## src/rtl/ram_fill_check_ctrl.sv

```systemverilog
// ram_fill_check_ctrl: fills a RAM window with a deterministic pattern, reads it
// back, compares each word and reports pass/fail, error count and first bad address.
module ram_fill_check_ctrl #(
    parameter int AW = 14,
    parameter int DW = 16
) (
    input  logic          i_clk,
    input  logic          i_re,
    input  logic          i_start,
    input  logic [AW-1:0] i_base,
    input  logic [AW:0]   i_count,
    input  logic [DW-1:0] i_seed,
    input  logic          i_mode,
    output logic          o_mem_e,
    output logic [AW-1:0] o_mem_addr,
    output logic [DW-1:0] o_mem_din,
    output logic          o_mem_w,
    output logic          o_mem_r,
    input  logic [DW-1:0] i_mem_dout,
    output logic          o_busy,
    output logic          o_done,
    output logic          o_pass,
    output logic [15:0]   o_err_count,
    output logic [AW-1:0] o_first_err_addr
);

    typedef enum logic [2:0] {S_IDLE, S_WRITE, S_READ, S_CMP, S_DONE} state_t;

    localparam logic [AW:0] K_ONE = 1;

    state_t        r_state, w_next;
    logic [AW-1:0] r_base;
    logic [AW:0]   r_count;
    logic [DW-1:0] r_seed;
    logic          r_mode;
    logic [AW:0]   r_k;
    logic [15:0]   r_err;
    logic          r_pass;
    logic [AW-1:0] r_first;

    logic [AW-1:0] w_addr;
    logic [DW-1:0] w_kx;
    logic [DW-1:0] w_pat;
    logic          w_last;
    logic          w_mis;

    // Window address wraps naturally by truncating to AW bits.
    assign w_addr = r_base + r_k[AW-1:0];
    assign w_kx   = DW'(r_k);
    assign w_pat  = r_mode ? (r_k[0] ? ~r_seed : r_seed) : (r_seed + w_kx);
    // Only meaningful in WRITE/READ/CMP, where N is known to be non-zero.
    assign w_last = (r_k == (r_count - K_ONE));
    assign w_mis  = (i_mem_dout != w_pat);

    // State register.
    always_ff @(posedge i_clk) begin
        if (i_re) r_state <= S_IDLE;
        else      r_state <= w_next;
    end

    // Next-state logic.
    always_comb begin
        w_next = r_state;
        case (r_state)
            S_IDLE:  if (i_start) w_next = (i_count == '0) ? S_DONE : S_WRITE;
            S_WRITE: if (w_last) w_next = S_READ;
            S_READ:  w_next = S_CMP;
            S_CMP:   w_next = w_last ? S_DONE : S_READ;
            S_DONE:  w_next = S_IDLE;
            default: w_next = S_IDLE;
        endcase
    end

    // Run parameters, offset counter and result registers.
    always_ff @(posedge i_clk) begin
        if (i_re) begin
            r_base  <= '0;
            r_count <= '0;
            r_seed  <= '0;
            r_mode  <= 1'b0;
            r_k     <= '0;
            r_err   <= '0;
            r_pass  <= 1'b0;
            r_first <= '0;
        end else begin
            case (r_state)
                S_IDLE: begin
                    if (i_start) begin
                        r_base  <= i_base;
                        r_count <= i_count;
                        r_seed  <= i_seed;
                        r_mode  <= i_mode;
                        r_k     <= '0;
                        r_err   <= '0;
                        r_first <= '0;
                        // An empty window trivially passes; pass is visible with done.
                        r_pass  <= (i_count == '0);
                    end
                end
                S_WRITE: r_k <= w_last ? '0 : (r_k + K_ONE);
                S_CMP: begin
                    if (w_mis) begin
                        if (r_err != 16'hFFFF) r_err <= r_err + 16'd1;
                        if (r_err == '0)       r_first <= w_addr;
                    end
                    if (w_last) r_pass <= (r_err == '0) && !w_mis;
                    else        r_k    <= r_k + K_ONE;
                end
                default: ;
            endcase
        end
    end

    // Memory port and status outputs decoded from the current state.
    always_comb begin
        o_mem_e    = 1'b0;
        o_mem_w    = 1'b0;
        o_mem_r    = 1'b0;
        o_mem_addr = '0;
        o_mem_din  = '0;
        o_done     = 1'b0;
        o_busy     = (r_state != S_IDLE);
        case (r_state)
            S_WRITE: begin
                o_mem_e    = 1'b1;
                o_mem_w    = 1'b1;
                o_mem_addr = w_addr;
                o_mem_din  = w_pat;
            end
            S_READ, S_CMP: begin
                o_mem_e    = 1'b1;
                o_mem_r    = 1'b1;
                o_mem_addr = w_addr;
            end
            S_DONE:  o_done = 1'b1;
            default: ;
        endcase
    end

    assign o_pass           = r_pass;
    assign o_err_count      = r_err;
    assign o_first_err_addr = r_first;

endmodule
```

## config.mk

```make
export PLATFORM = sky130hd
export DESIGN_NAME = ram_fill_check_ctrl
export DESIGN_NICKNAME = d
export VERILOG_FILES = /design/src/rtl/ram_fill_check_ctrl.sv
export SDC_FILE = /design/constraint.sdc
export NUM_CORES = 1
export LEC_CHECK = 0
export ABC_AREA = 1
export CAP_MARGIN = 20
export CORE_ASPECT_RATIO = 0.5
export CORE_MARGIN = 2
export CORE_UTILIZATION = 25
export CTS_BUF_LIST = sky130_fd_sc_hd__clkbuf_2 sky130_fd_sc_hd__clkbuf_4 sky130_fd_sc_hd__clkbuf_8
export DETAILED_ROUTE_END_ITERATION = 10
export PLACE_DENSITY_LB_ADDON = 0.1
export REMOVE_ABC_BUFFERS = 1
export SLEW_MARGIN = 40
export SYNTH_ARGS = -nofsm -noshare
export SYNTH_HDL_FRONTEND = slang
export SYNTH_SLANG_ARGS = --single-unit
export TNS_END_PERCENT = 100
```

## constraint.sdc

```tcl
create_clock -name i_clk -period 3.2 [get_ports i_clk]
set_input_delay 0.48 -clock i_clk [delete_from_list [all_inputs] [get_ports i_clk]]
set_output_delay 0.48 -clock i_clk [all_outputs]
set_load 0.005 [all_outputs]
```

Word level (Yosys, flattened, before mapping) --
Index checks and enable logic that the tools add are counted.
Word-level totals: word-level logic and storage cells 73, flip-flop bits (word level) 95
Cells by class: reductions and logical operators 16, bitwise logic cells 1, equality and inequality tests 14, $add $sub $neg 5, muxes and demuxes 28
Operators with widths (number):
- 16-bit 2-to-1 mux | 6
- 14-bit 2-to-1 mux | 4
- 15-bit 2-to-1 mux | 3
- 15-bit one-hot mux with 3 select lines | 1
- 16-bit one-hot mux with 2 select lines | 1
- 14-bit one-hot mux with 2 select lines | 1
- 16-bit by 1-bit adder with 16-bit output (second input constant) | 1
- 16-bit by 15-bit adder with 16-bit output | 1
- 16-bit logical NOT | 1
- 16-bit inequality test | 1
- 16-bit inequality test (second input constant) | 1
- 16-bit NOT | 1
- 15-bit by 1-bit adder with 15-bit output (second input constant) | 1
- 15-bit equality test | 1
- 15-bit logical NOT | 1
- 15-bit by 1-bit subtractor with 15-bit output (second input constant) | 1
- 14-bit adder | 1
- 2-bit inequality test (second input constant) | 7
- 3-bit 2-to-1 mux | 4
- 3-bit one-hot mux with 4 select lines | 1
- 4-bit AND reduction | 2
- 3-bit by 2-bit equality test with 1-bit output (second input constant) | 2
- 1-bit 2-to-1 mux | 6
- 3-bit AND reduction | 2
- other kinds (11) | 13

Logic depth before layout (Yosys ltp) --
Gate-level depths: netlist (run 1).
depth after elaboration 8, gate-level depth with buffers 23, depth with buffers taken out 22

Least setup slack after synthesis (run 1) --
Ideal clock, no wire load.
path kind register to register, start register r_k[0], end register r_err[10], in the netlist o_err_count[10], library setup time 0.109 ns, arrival time 2.460 ns, period minus slack after synthesis 2.570 ns, cell stages (with the launch flop) 23, path slack 0.630 ns, cells stage by stage dfxtp_1 ha_1 inv_1 fa_1 inv_1 nand3_1 nand2_1 nand2_1 nand2_1 nand2_1 nand3_1 nand3_1 nand2_1 nand2_1 nand2_1 nand2_1 nor2_2 nand2_8 nand3_4 buf_12 nand2_2 inv_2 nor2_1
Between the ends: word-level cells in the longest chain between the ends 5, elaborated cells between the ends (all ways) 6, classes of those cells 1 x add/sub; 2 x eq/ne; 2 x mux; 1 x reduce/logical
Ends and longest elaborated chain:
- from (decl) | RTL line 36 | logic [AW:0] r_k;
- from (signal assigned) | RTL line 100 | S_WRITE: r_k <= w_last ? '0 : (r_k + K_ONE);
- from (signal assigned) | RTL line 107 | else r_k <= r_k + K_ONE;
- 16-bit by 15-bit adder with 16-bit output or 16-bit 2-to-1 mux (tied branches) | RTL line 50 | assign w_pat = r_mode ? (r_k[0] ? ~r_seed : r_seed) : (r_seed + w_kx);
- 16-bit 2-to-1 mux (*) | RTL line 50
- 16-bit inequality test (*) | RTL line 53 | assign w_mis = (i_mem_dout != w_pat);
- 2-bit inequality test (no line) (*)
- 4-bit AND reduction (no line) (*)
- to (signal assigned) | RTL line 103 | if (r_err != 16'hFFFF) r_err <= r_err + 16'd1;
- to (decl) | RTL line 37 | logic [15:0] r_err;
Mark *: on every way between the ends. The rest lies on a longest branch, timed or not. A chain may end at the register's enable or synchronous reset.

Worst setup path after layout (run 1) --
start register r_k[6], end output o_mem_din[13]
Between the ends: word-level cells in the longest chain between the ends 3
Ends and longest elaborated chain:
- 16-bit by 15-bit adder with 16-bit output | RTL line 50
- 16-bit 2-to-1 mux | RTL line 50
- 16-bit 2-to-1 mux | RTL line 123 | case (r_state)
- to (decl) | RTL line 16 | output logic [DW-1:0] o_mem_din,
No other way between the ends.

==> metrics.md, run 1 <==
| Metric | Value |
|---|---|
| Crit path DAT | 2.61 ns |
| Crit path max-delay family | buffers and inverters |
| Max-slew headroom | 49.4% |
| Buf/Inv on CP | 3 |
| Synth top area share | about a quarter |
| Fin. max-slew vios | 0 |
| Starting Density | between 20% and 30% |
| Max Cap Viol | 0 |
| Worst min path class | flip-flop to flip-flop |
| Final period utilization | 96.5% |
| Dominant synthesized flop cell | dfxtp_1 |
| First DRT Iteration DRCs | 449 |
| Slowest stage delay, CP | 0.50 ns |
| Tot Pwr | 3.91 mW |
| Antenna fix cells | 0 |
| Post-synthesis sequential area ratio | between 20% and 30% |
| Fin nets | 1531 |
| Core ar. | 30500 µm² |
| Post-synthesis cell type count | between 40 and 50 |
| Clk Latency, worst-skew pair | 0.42 ns |
| Worst vdd rail ir drop | about 0.23 mV |
| Top cells by area, synth | dfxtp_1 24%, nand2_1 16%, nand3_1 8.2% |
| Yosys warnings | 0 |
| Worst endpoint required time | 2.72 ns |
| LEAKAGE | 4.61 nW |
| Unrepaired setup endpoints after global routing | true |
| Die height | around 130 µm |
| Status | completed |
| Clk sink count | 95 |
| Crit path time final | 3.09 ns |
| Max FO, Critical Path | 6 |
| Synth area leader | dfxtp_1 |
| #FFs+latches synth | 95 |
| DRT antenna net count | 0 |
| Ys async rst share | 0% |
| Critical path class | flip-flop to primary output |
| Die area | around 33000 µm² |
| Antenna violations before repair | 0 |
| # rows | 45 |
| I/O Pins | 131 |
| Number of buffers created by CTS | 9 |
| Syn Inst Count | roughly 1300 |
| Worst-Margin Slew | 0.759 ns |
| CTS H-Tree Depth | 3 |
| Critical Path Source | r_k[6]$_SDFFE_PP0P_ |
| First-pass GRT wire length | roughly 43000 µm |
| CTS tree | built |
| Pwr Density | 379 nW/µm² |
| Vias in the first global route | 7846 |
| Wire per inst | 14.9 µm |
| Final WL | 27600 µm |
| GRT Overall Usage | 16.9% |
| Worst-path clk slew | 0.11 ns |
| Global route overflow | 0 |
| Root Buffer | clkbuf_8 |
| Pre-CTS setup slack | 0.0450 ns |
| GP Congestion | 0.865 |
| Proportion of layout cells with a drive suffix above 1 | between 10 and 15% |
| Syn Std Cell Area | a little under 8000 µm² |
| Via count | approximately 8500 |
| Fin. Hold Viols | 0 |
| Pre-Repair DR Iteration Count | 5 |
| Setup ws final | 0.113 ns |
| FF-to-FF Start | r_k[0]$_SDFFE_PP0P_ |
| Input/output buffers | 130 |
| Top cell by count, worst path | nand2_1 |
| Post-DP HPWL | 21300 µm |
| FMAX | around 320 MHz |
| Post-synth EDFFs | 0 |
| Via density | 4.55 |
| Most instantiated cells after synthesis | 337 x nand2_1, 169 x inv_1, 131 x nor2_1, 127 x nand3_1, 95 x dfxtp_1 |
| Critical-path cell list | buf_4, ha_4, nand2_1, inv_2, nand2_1, nor2_1, nand2_1, nand2_1, nand2_1, nand3_1, nand2_2, nor2_1, clkdlybuf4s50_1 |
| Critical path's slowest cell | clkdlybuf4s50_1 |
| Most common cell in the netlist | nand2_1 |
| Final setup vio count | 0 |
| Clock Path Buffers | 2 |
| DRC Markers | 0 |
| Critical path capture point type | primary output |
| Die Width | 254 µm |
| Hold_sp | r_base[11]$_SDFFE_PP0P_ |
| Area delta synth->final | 32.7% |
| Startpoint Class | flip-flop |
| Largest net degree at the start of global routing | 68 |
| Mean cell area of the mapped netlist | 6.05 µm² |
| Setup Skew | around 0.020 ns |
-- layout by cell type (no fill, tap or decap), types with 7 or more instances in the layout --
cell | Yosys | routed
nand2_1 | 337 | 324
dfxtp_2 | 0 | 9
nor2_2 | 7 | 13
or2_2 | 11 | 11
inv_1 | 169 | 167
inv_2 | 9 | 11
nand3b_1 | 8 | 8
dfxtp_1 | 95 | 80
nor3_1 | 8 | 7
dlymetal6s2s_1 | 0 | 8
ha_4 | 0 | 11
a21oi_1 | 93 | 87
nand4_1 | 47 | 47
clkinv_1 | 22 | 22
buf_4 | 1 | 50
ha_1 | 32 | 17
xor2_1 | 29 | 27
clkdlybuf4s50_1 | 0 | 118
clkbuf_8 | 0 | 10
nand3_1 | 127 | 121
nand3_2 | 7 | 12
nor2_1 | 131 | 125
xnor2_1 | 13 | 13
nand2_2 | 16 | 28
o21ai_0 | 33 | 31
-- area by class of cell --
type                    count  area [µm²]
multi-input cells         943        5160
flip-flops and latches     95        1940
well taps                 423         529
inverters                 200         751
repair buffers            183        1750
clock buffers              13         160
fillers                  3397       20100
clock inverters             3        42.5
-- per-stage QoR --
step           TNS, ns  area, µm²  cells  hold slack [ns]  utilization, %
4_1_cts         -0.213       9990   1849            0.474            32.8
3_5_place_dp         0       9650   1830            0.459            31.7
6_report             0      10300   1860            0.473            33.9
2_1_floorplan    -7.99       7510   1237            0.439               -
3_3_place_gp         0       9650   1830            0.458            31.7
5_1_grt         -0.102      10300   1860            0.499            33.9
-- sequential cells by signal, summed over array words and instances, names as in the netlist --
register          flops
o_err_count          16
r_seed               16
r_count              15
r_k                  15
o_first_err_addr     14
r_base               14
r_state               3
o_pass                1
r_mode                1
-- kinds of logic (layout without fill, tap and decap cells) --
logic type	after synthesis	after routing	share of synthesized area, %
buf+inv	250	399	13.2
simple gates	722	723	42.1
fa+ha+maj	34	34	5.66
compound gates	144	144	9.95
flops	95	95	24.4
xor+xnor	42	42	4.73
-- power by group --
part           switching (mW)  total, mW  leakage, nW  internal (mW)
Sequential              0.121       1.42        0.789           1.30
Combinational           0.914       1.61         3.72          0.696
Clock                   0.473      0.882        0.104          0.408
-- metal layers --
| layer | vias up | share of wire [%] | GRT usage (%) | wire, µm |
|---|---|---|---|---|
| li1 | 4401 | - | - | - |
| met1 | 3904 | 51 | 24.2 | 14200 |
| met2 | 150 | 44 | 26.2 | 12100 |
| met3 | 11 | 4.0 | 3.40 | 1120 |
| met4 | 0 | 0.90 | 3.55 | 248 |
| met5 | - | 0 | 0 | 0 |
-- worst reg2reg max path, cell delays in order (launching register included) --
cell and delay [ns]:
dfxtp_4 0.38, buf_12 0.13, ha_4 0.15, inv_1 0.07, fa_2 0.42, or2_1 0.25, nand3_1 0.10, nand3_1 0.11
nor2_2 0.12, nand2_1 0.06, nor2_1 0.09, nand2_1 0.08, nor2_1 0.11, nand2_2 0.08, nor2_4 0.15, nand2_8 0.14
buf_4 0.20, nand4_1 0.07, nand2_1 0.07, nor2_1 0.12
-- final timing paths --
check	endpoint	slack, ns	cells after the start
max	o_mem_din[13]	0.11	13
min	r_base[11]$_SDFFE_PP0P_	0.47	2
max reg2reg	o_first_err_addr[5]$_SDFFE_PP0P_	0.24	19
min reg2reg	r_base[11]$_SDFFE_PP0P_	0.47	2
-- timing repair --
action                     in CTS  in global routing
buffers inserted                3                 10
setup endpoints to repair      17                 39
cloned                          0                  1
resized for setup              35                 61
hold buffers                    0                  0
pin swaps                       5                  9
Power figures use the tool's default switching activity.
==> run 2: changes to the inputs <==
--- a/config.mk
+++ b/config.mk
@@ -6,6 +6,7 @@
 export NUM_CORES = 1
 export LEC_CHECK = 0
 export ABC_AREA = 1
+export ABC_CLOCK_PERIOD_IN_PS = 3200
 export CAP_MARGIN = 20
 export CORE_ASPECT_RATIO = 0.5
 export CORE_MARGIN = 2
==> results of run 2 <==
Same layout as run 1: the final DEF is identical, and so are final timing and power.
